$ cat config.mk
export PLATFORM = sky130hd
export DESIGN_NAME = multicycle_control_flat
export DESIGN_NICKNAME = d
export VERILOG_FILES = /design/src/rtl/multicycle_control_if.sv /design/src/rtl/multicycle_control.sv /design/src/flat_wrapper.sv
export SDC_FILE = /design/constraint.sdc
export NUM_CORES = 1
export LEC_CHECK = 0
export ABC_AREA = 1
export CORE_MARGIN = 8
export CORE_UTILIZATION = 31
export CTS_CLUSTER_DIAMETER = 100
export CTS_CLUSTER_SIZE = 14
export DETAILED_ROUTE_END_ITERATION = 7
export GPL_ROUTABILITY_DRIVEN = 0
export PLACE_DENSITY = 0.66
export SYNTH_ARGS = -nofsm -noshare
export SYNTH_HDL_FRONTEND = slang
export SYNTH_SLANG_ARGS = --single-unit
$ cat constraint.sdc
create_clock -name clock -period 1.43 [get_ports clock]
set_clock_uncertainty 0.1 [all_clocks]
set_input_delay 0.2145 -clock clock [delete_from_list [all_inputs] [get_ports clock]]
set_output_delay 0.2145 -clock clock [all_outputs]
set_load 0.1 [all_outputs]
$ cat src/rtl/multicycle_control_if.sv
// Purpose : groups the opcode/flag inputs and the datapath control outputs of multicycle_control.
// Latency : n/a (wires only).
// Backpressure: memReady is the only stall signal; the controller holds a memory state while it is low.
// Ports   : opCode[5:0], zero, memReady   -> controller
//           pcWrite, irWrite, memRead, memWrite, iOrD, aluSrcA, regDst, memToReg, regWrite,
//           aluSrcB[1:0], aluOp[1:0], pcSource[1:0], state[3:0], trap  <- controller
// Modports: master = the controller, slave = the datapath it steers.
interface multicycle_control_if;
    logic [5:0] opCode;
    logic       zero;
    logic       memReady;

    logic       pcWrite;
    logic       irWrite;
    logic       memRead;
    logic       memWrite;
    logic       iOrD;
    logic       aluSrcA;
    logic       regDst;
    logic       memToReg;
    logic       regWrite;
    logic [1:0] aluSrcB;
    logic [1:0] aluOp;
    logic [1:0] pcSource;
    logic [3:0] state;
    logic       trap;

    modport master (
        input  opCode, zero, memReady,
        output pcWrite, irWrite, memRead, memWrite, iOrD, aluSrcA, regDst,
               memToReg, regWrite, aluSrcB, aluOp, pcSource, state, trap
    );

    modport slave (
        output opCode, zero, memReady,
        input  pcWrite, irWrite, memRead, memWrite, iOrD, aluSrcA, regDst,
               memToReg, regWrite, aluSrcB, aluOp, pcSource, state, trap
    );
endinterface

$ cat src/rtl/multicycle_control.sv
// Purpose : Moore control FSM for a multicycle MIPS-style datapath (fetch/decode/execute/memory/writeback).
// Latency : R 4, LW 5, SW 4, BEQ/BNE 3, J 3, ADDI 4 cycles with memReady high; +1 per low memReady cycle.
// Backpressure: FETCH, MEMRD and MEMWR hold while memReady is low; nothing else waits.
// Ports   : clock, reset (async, active-high) and bus (multicycle_control_if.master).
// Config  : define MULTICYCLE_CONTROL_TRAP_EN to send unknown opcodes to a sticky TRAP state;
//           otherwise unknown opcodes behave as a NOP and trap stays 0.
module multicycle_control (
    input  logic                        clock,
    input  logic                        reset,
    multicycle_control_if.master        bus
);

    typedef enum logic [3:0] {
        FETCH   = 4'd0,
        DECODE  = 4'd1,
        MEMADR  = 4'd2,
        MEMRD   = 4'd3,
        MEMWB   = 4'd4,
        MEMWR   = 4'd5,
        EXEC    = 4'd6,
        RWB     = 4'd7,
        BRANCH  = 4'd8,
        JUMP    = 4'd9,
        ADDI_EX = 4'd10,
        ADDI_WB = 4'd11,
        TRAP    = 4'd12
    } state_t;

    localparam logic [5:0] OP_RTYPE = 6'b000000;
    localparam logic [5:0] OP_LW    = 6'b100011;
    localparam logic [5:0] OP_SW    = 6'b101011;
    localparam logic [5:0] OP_BEQ   = 6'b000100;
    localparam logic [5:0] OP_BNE   = 6'b000101;
    localparam logic [5:0] OP_J     = 6'b000010;
    localparam logic [5:0] OP_ADDI  = 6'b001000;

    state_t state_q;
    state_t state_d;

    always_ff @(posedge clock or posedge reset) begin
        if (reset) begin
            state_q <= FETCH;
        end else begin
            state_q <= state_d;
        end
    end

    assign bus.state = state_q;

    // Next state and Moore outputs. All enables are forced low while reset is
    // held so that FETCH's memRead/irWrite/pcWrite cannot leak out during reset.
    always_comb begin
        state_d      = state_q;
        bus.pcWrite  = 1'b0;
        bus.irWrite  = 1'b0;
        bus.memRead  = 1'b0;
        bus.memWrite = 1'b0;
        bus.iOrD     = 1'b0;
        bus.aluSrcA  = 1'b0;
        bus.regDst   = 1'b0;
        bus.memToReg = 1'b0;
        bus.regWrite = 1'b0;
        bus.aluSrcB  = 2'b00;
        bus.aluOp    = 2'b00;
        bus.pcSource = 2'b00;
        bus.trap     = 1'b0;

        case (state_q)
            FETCH: begin
                bus.memRead = 1'b1;
                bus.aluSrcB = 2'b01;
                // IR and PC+4 are captured only on the cycle the read completes.
                bus.irWrite = bus.memReady;
                bus.pcWrite = bus.memReady;
                if (bus.memReady) begin
                    state_d = DECODE;
                end
            end

            DECODE: begin
                // Branch target is precomputed here from the shifted immediate.
                bus.aluSrcB = 2'b11;
                case (bus.opCode)
                    OP_RTYPE:      state_d = EXEC;
                    OP_LW, OP_SW:  state_d = MEMADR;
                    OP_BEQ, OP_BNE: state_d = BRANCH;
                    OP_J:          state_d = JUMP;
                    OP_ADDI:       state_d = ADDI_EX;
`ifdef MULTICYCLE_CONTROL_TRAP_EN
                    default:       state_d = TRAP;
`else
                    default:       state_d = FETCH;
`endif
                endcase
            end

            MEMADR: begin
                bus.aluSrcA = 1'b1;
                bus.aluSrcB = 2'b10;
                state_d     = (bus.opCode == OP_SW) ? MEMWR : MEMRD;
            end

            MEMRD: begin
                bus.memRead = 1'b1;
                bus.iOrD    = 1'b1;
                if (bus.memReady) begin
                    state_d = MEMWB;
                end
            end

            MEMWB: begin
                bus.memToReg = 1'b1;
                bus.regWrite = 1'b1;
                state_d      = FETCH;
            end

            MEMWR: begin
                bus.memWrite = 1'b1;
                bus.iOrD     = 1'b1;
                if (bus.memReady) begin
                    state_d = FETCH;
                end
            end

            EXEC: begin
                bus.aluSrcA = 1'b1;
                bus.aluOp   = 2'b10;
                state_d     = RWB;
            end

            RWB: begin
                bus.regDst   = 1'b1;
                bus.regWrite = 1'b1;
                state_d      = FETCH;
            end

            BRANCH: begin
                bus.aluSrcA  = 1'b1;
                bus.aluOp    = 2'b01;
                bus.pcSource = 2'b01;
                bus.pcWrite  = ((bus.opCode == OP_BEQ) &&  bus.zero) ||
                               ((bus.opCode == OP_BNE) && !bus.zero);
                state_d      = FETCH;
            end

            JUMP: begin
                bus.pcSource = 2'b10;
                bus.pcWrite  = 1'b1;
                state_d      = FETCH;
            end

            ADDI_EX: begin
                bus.aluSrcA = 1'b1;
                bus.aluSrcB = 2'b10;
                state_d     = ADDI_WB;
            end

            ADDI_WB: begin
                bus.regWrite = 1'b1;
                state_d      = FETCH;
            end

            TRAP: begin
`ifdef MULTICYCLE_CONTROL_TRAP_EN
                // Sticky until reset; every datapath enable stays low.
                bus.trap = 1'b1;
                state_d  = TRAP;
`else
                state_d  = FETCH;
`endif
            end

            default: begin
                state_d = FETCH;
            end
        endcase

        if (reset) begin
            bus.pcWrite  = 1'b0;
            bus.irWrite  = 1'b0;
            bus.memRead  = 1'b0;
            bus.memWrite = 1'b0;
            bus.iOrD     = 1'b0;
            bus.aluSrcA  = 1'b0;
            bus.regDst   = 1'b0;
            bus.memToReg = 1'b0;
            bus.regWrite = 1'b0;
            bus.aluSrcB  = 2'b00;
            bus.aluOp    = 2'b00;
            bus.pcSource = 2'b00;
            bus.trap     = 1'b0;
        end
    end

endmodule

$ cat src/flat_wrapper.sv
// flat-port wrapper written by rule: the top's interface ports become plain ports
module multicycle_control_flat 
  (clock, reset, bus_opCode, bus_zero, bus_memReady, bus_pcWrite, bus_irWrite, bus_memRead, bus_memWrite, bus_iOrD, bus_aluSrcA, bus_regDst, bus_memToReg, bus_regWrite, bus_aluSrcB, bus_aluOp, bus_pcSource, bus_state, bus_trap);
  multicycle_control_if bus_i ();
  input  logic clock;
  input  logic reset;
  input wire logic [$bits(bus_i.opCode)-1:0] bus_opCode;
  input wire logic [$bits(bus_i.zero)-1:0] bus_zero;
  input wire logic [$bits(bus_i.memReady)-1:0] bus_memReady;
  output wire logic [$bits(bus_i.pcWrite)-1:0] bus_pcWrite;
  output wire logic [$bits(bus_i.irWrite)-1:0] bus_irWrite;
  output wire logic [$bits(bus_i.memRead)-1:0] bus_memRead;
  output wire logic [$bits(bus_i.memWrite)-1:0] bus_memWrite;
  output wire logic [$bits(bus_i.iOrD)-1:0] bus_iOrD;
  output wire logic [$bits(bus_i.aluSrcA)-1:0] bus_aluSrcA;
  output wire logic [$bits(bus_i.regDst)-1:0] bus_regDst;
  output wire logic [$bits(bus_i.memToReg)-1:0] bus_memToReg;
  output wire logic [$bits(bus_i.regWrite)-1:0] bus_regWrite;
  output wire logic [$bits(bus_i.aluSrcB)-1:0] bus_aluSrcB;
  output wire logic [$bits(bus_i.aluOp)-1:0] bus_aluOp;
  output wire logic [$bits(bus_i.pcSource)-1:0] bus_pcSource;
  output wire logic [$bits(bus_i.state)-1:0] bus_state;
  output wire logic [$bits(bus_i.trap)-1:0] bus_trap;
  assign bus_i.opCode = bus_opCode;
  assign bus_i.zero = bus_zero;
  assign bus_i.memReady = bus_memReady;
  assign bus_pcWrite = bus_i.pcWrite;
  assign bus_irWrite = bus_i.irWrite;
  assign bus_memRead = bus_i.memRead;
  assign bus_memWrite = bus_i.memWrite;
  assign bus_iOrD = bus_i.iOrD;
  assign bus_aluSrcA = bus_i.aluSrcA;
  assign bus_regDst = bus_i.regDst;
  assign bus_memToReg = bus_i.memToReg;
  assign bus_regWrite = bus_i.regWrite;
  assign bus_aluSrcB = bus_i.aluSrcB;
  assign bus_aluOp = bus_i.aluOp;
  assign bus_pcSource = bus_i.pcSource;
  assign bus_state = bus_i.state;
  assign bus_trap = bus_i.trap;
  multicycle_control u_core (.clock(clock), .reset(reset), .bus(bus_i));
endmodule
==> reports/results.tsv, run 1 <==
stage	metric	value	unit
synthesis	ys_seq_elements	4	
run_status	outcome	did not finish	
synthesis	yosysUniqueCellTypes	18	
sta	grt_repair_worst_endpoint	bus_pcWrite	
run_status	lastStage	global routing (5_1_grt)	
synthesis	synth.yosys.seq_area_share	18.14	%
synthesis	syn_inst	108	
synthesis	yosysWarnings	0	
synthesis	yosys.area.top_type	nand2_1	
cts	cts_max_level	1	
cts	cts_max_path_buffers	2	
place	placed_area	0.001501	mm2
synthesis	syn_nets	118	
synthesis	synthFlopType	dfrtp_1	
synthesis	synth.most_common_cell	nand2_1	
synthesis	synth.area.top_cells	nand2_1 21%, dfrtp_1 18%, nor2_1 18%	
die	die_w	58.19	um
cts	ctsHoldBuffers	0	
place	numPortBuffers	28	
place	hpwl	2252	um
synthesis	async_reset_ff_share	100.0	%
synthesis	netlist.area_leader.share	21.09	%
cts	clock-root-buffer	clkbuf_4	
synthesis	netlist_area	551.8	um2
die	num_rows	15	
synthesis	syn_avg_cell_area	5.109	um2
die	ios	30	
synthesis	ys_top_cells_by_count	31 x nand2_1, 26 x nor2_1, 15 x inv_1, 8 x nand3_1, 6 x a21oi_1	
cts	clock-sinks	4	
die	chipHeight	58.19	um
cts	cts_buffers	3	
global_routing	grt_max_degree	14	
synthesis	synth_edf_count	0	
die	start_util	32.31	%
run_status	error	[ERROR DPL-0038] Utilization greater than 100%, impossible to legalize	
sta	worst_endpoint_kind	primary output	
==> through the flow <==
step	cells	setup TNS [ns]	utilization, %	setup slack (ns)
4_1_cts	197	-5.205	94.07	-0.3822
3_5_place_dp	190	-2.810	87.91	-0.4080
3_3_place_gp	190	-2.161	87.91	-0.3537
2_1_floorplan	108	-6.244	-	-0.5084
==> kinds of logic after synthesis <==
logic type | count (synthesis) | synth area share, %
simple gates | 73 | 56.23
other cells | 1 | 0.6796
xor+xnor | 1 | 1.588
buf+inv | 19 | 13.61
compound gates | 10 | 9.752
flops | 4 | 18.14
==> timing repair <==
action	4_1_cts
setup buffers	5
gates cloned	0
gates resized for setup	17
endpoints found under the setup margin	18
pin swaps	13
==> run 2: changes to the inputs <==
--- a/config.mk
+++ b/config.mk
@@ -6,13 +6,11 @@
 export NUM_CORES = 1
 export LEC_CHECK = 0
 export ABC_AREA = 1
-export CORE_MARGIN = 8
-export CORE_UTILIZATION = 31
-export CTS_CLUSTER_DIAMETER = 100
-export CTS_CLUSTER_SIZE = 14
+export CORE_AREA = 8 8 69 71
 export DETAILED_ROUTE_END_ITERATION = 7
+export DIE_AREA = 0 0 77 79
 export GPL_ROUTABILITY_DRIVEN = 0
-export PLACE_DENSITY = 0.66
+export PLACE_DENSITY_LB_ADDON = 0.15
 export SYNTH_ARGS = -nofsm -noshare
 export SYNTH_HDL_FRONTEND = slang
 export SYNTH_SLANG_ARGS = --single-unit
==> run 2 against run 1 <==
  * Synthesized area stayed put
  * The flow now finishes, with violations (setup timing)
  * Synthesized cell count unchanged
==> reports/results.tsv, run 2 <==
stage	metric	value	unit
synthesis	ys_top_cells_by_count	31 x nand2_1, 26 x nor2_1, 15 x inv_1, 8 x nand3_1, 6 x a21oi_1	
synthesis	synth_edf_count	0	
finish	final_common_cell	buf_4	
die	dieArea	0.006083	mm2
sta	finalCritPeriodShare	124.8	%
place	numPortBuffers	28	
synthesis	syn_nets	118	
synthesis	synthFlopType	dfrtp_1	
worst_hold_path	hold_path_class	primary input to asynchronous set/reset pin	
die	chipHeight	79	um
critical_path	reg2reg_from	u_core.bus.state[0]$_DFFE_PP0P_	
synthesis	synth.area.top_cells	nand2_1 21%, dfrtp_1 18%, nor2_1 18%	
place	hpwl	1959	um
finish	drive_above_1_share	63.01	%
finish	final_cells	223	
sta	finalHoldViolations	0	
finish	areaGrowthSynthToFinish	208.4	%
die	core_area	0.003799	mm2
global_routing	overflow	0	
run_status	outcome	finished, violations left	
cts	clock-root-buffer	clkbuf_8	
place	placed_area	0.001525	mm2
sta	slew_violations	0	
die	num_rows	23	
routing	num_vias	896	
sta	setup_viol	17	
cts	clock-sinks	4	
finish	design_area	0.001702	mm2
synthesis	yosysUniqueCellTypes	18	
synthesis	netlist_area	551.8	um2
global_routing	grt_max_degree	14	
routing	dr.pass1.iters	4	
routing	ant_nets	0	
routing	drc	0	
power	power.density	1924	mW/mm2
run_status	violations	setup timing	
finish	largest_reg_flops	4	
global_routing	grt_pass1_vias	933	
finish	nets	185	
routing	routedWlPerCell	10.77	um
cts	cts_tree	done	
global_routing	antenna_found_initial	0	
critical_path	crit_type	flip-flop to output port	
cts	cts_max_level	1	
synthesis	netlist.area_leader.share	21.09	%
die	die_w	77	um
synthesis	async_reset_ff_share	100.0	%
finish	num_antenna_cells	0	
critical_path	cp.required	1.12	ns
routing	routed_wl	2402	um
synthesis	syn_avg_cell_area	5.109	um2
routing	drtIter0Drc	13	
critical_path	cp-start-kind	flip-flop	
cts	ctsHoldBuffers	0	
power	p_leak	0.7602	nW
cts	cts_buffers	3	
cts	path_clk_slew	0.03	ns
global_routing	grt_pass1_wl	3995	um
synthesis	ys_seq_elements	4	
flow_run	cap_violations	0	
power	ir_worst_vdd	0.0005952	V
critical_path	cp-end-kind	output port	
critical_path	cp_max_fo	4	
synthesis	syn_inst	108	
critical_path	cp.arrival	1.47	ns
synthesis	yosysWarnings	0	
sta	rsz0062_at_grt	yes	
synthesis	synth.yosys.seq_area_share	18.14	%
sta	timing.final.crit_period	1.785	ns
critical_path	rrSetupSlack	-0.13	ns
place	dpl.cell_count	214	
cts	cts_max_path_buffers	2	
synthesis	yosys.area.top_type	nand2_1	
finish	fillCellCount	392	
global_routing	track_usage	7.651	%
critical_path	reg2reg_depth	9	
sta	clock.fmax	560.4	MHz
synthesis	synth.most_common_cell	nand2_1	
sta	fin_ws	-0.3545	ns
finish	final_cell_mix	31 x buf_4, 23 x nand2_1, 20 x buf_12	
routing	post_drt_via_cell_ratio	4.018	
critical_path	r2r_end	u_core.bus.state[2]$_DFFE_PP0P_	
die	start_util	14.53	%
finish	utilization	44.80	%
die	ios	30	
cts	clk-insertion-delay-late	0.22	ns
-- run 2: cell counts after synthesis --
Identical to the previous run, type by type.
-- run 2: where the power goes --
| part | switching, mW | internal, mW | leakage, nW |
|---|---|---|---|
| sequential | 0.104 | 0.179 | 0.0465 |
| combinational | 1.65 | 1.11 | 0.692 |
| clock | 0.0536 | 0.179 | 0.0216 |
-- run 2: cell type report --
type | count | area [um2] | area share (%)
tap | 50 | 62.56 | 3.676
timing repair buffer | 64 | 768.2 | 45.15
clock buffer | 3 | 41.29 | 2.426
sequential | 4 | 115.1 | 6.765
inverter | 17 | 73.82 | 4.338
multi-input combinational | 85 | 640.6 | 37.65
-- run 2: worst max-delay path by stage --
| stage | start | end | depth (start not counted) |
|---|---|---|---|
| floorplan | u_core.bus.state[0]$_DFFE_PP0P_ | bus_aluSrcA | 5 |
| global placement | bus_opCode[4] | bus_pcWrite | 7 |
| detailed placement | bus_opCode[4] | bus_pcWrite | 7 |
| CTS | u_core.bus.state[0]$_DFFE_PP0P_ | bus_pcWrite | 6 |
| global route | u_core.bus.state[3]$_DFFE_PP0P_ | bus_regWrite | 6 |
| finish | u_core.bus.state[3]$_DFFE_PP0P_ | bus_regWrite | 6 |
-- run 2: through the flow --
stage / setup slack [ns] / hold WS (ns) / total power, mW / setup TNS (ns)
finish: -0.3545 / 0.3589 / 3.273 / -4.721
floorplan: -0.5084 / -0.08757 / 1.799 / -6.244
detailed placement: -0.4006 / 0.5610 / 2.823 / -2.610
global placement: -0.3836 / 0.5652 / 2.818 / -2.444
global route: -0.4156 / 0.3793 / 3.439 / -5.832
CTS: -0.3469 / 0.3588 / 3.152 / -4.855
-- run 2: timing repair --
item,CTS,global route
resized for setup,6,19
endpoints found under the hold margin,0,0
setup buffers,3,4
endpoints found under the setup margin,17,19
pin swaps,8,8
-- run 2: logic make-up (layout without fill, tap and decap cells) --
family / count (synthesis) / in the layout / synth area share, %
buffers and inverters: 19 / 84 / 13.61
other: 1 / 1 / 0.6796
AND/OR/NAND/NOR: 73 / 73 / 56.23
XOR/XNOR: 1 / 1 / 1.588
AO/OA/AOI/OAI: 10 / 10 / 9.752
flip-flops: 4 / 4 / 18.14
-- run 2: routing by layer --
layer / track usage [%] / wire length (um)
met1: 9.067 / 996
met2: 13.68 / 1322
met3: 1.467 / 83
met4: 2.264 / 0
met5: 0 / 0
-- run 2: worst max-delay path, stage by stage, from the launching register on --
cell and delay [ns]:
dfrtp_4 0.50, inv_4 0.09, nand2_2 0.08, inv_4 0.10
nand2_4 0.09, o22ai_4 0.20, buf_12 0.20
Power figures use the tool's default switching activity.
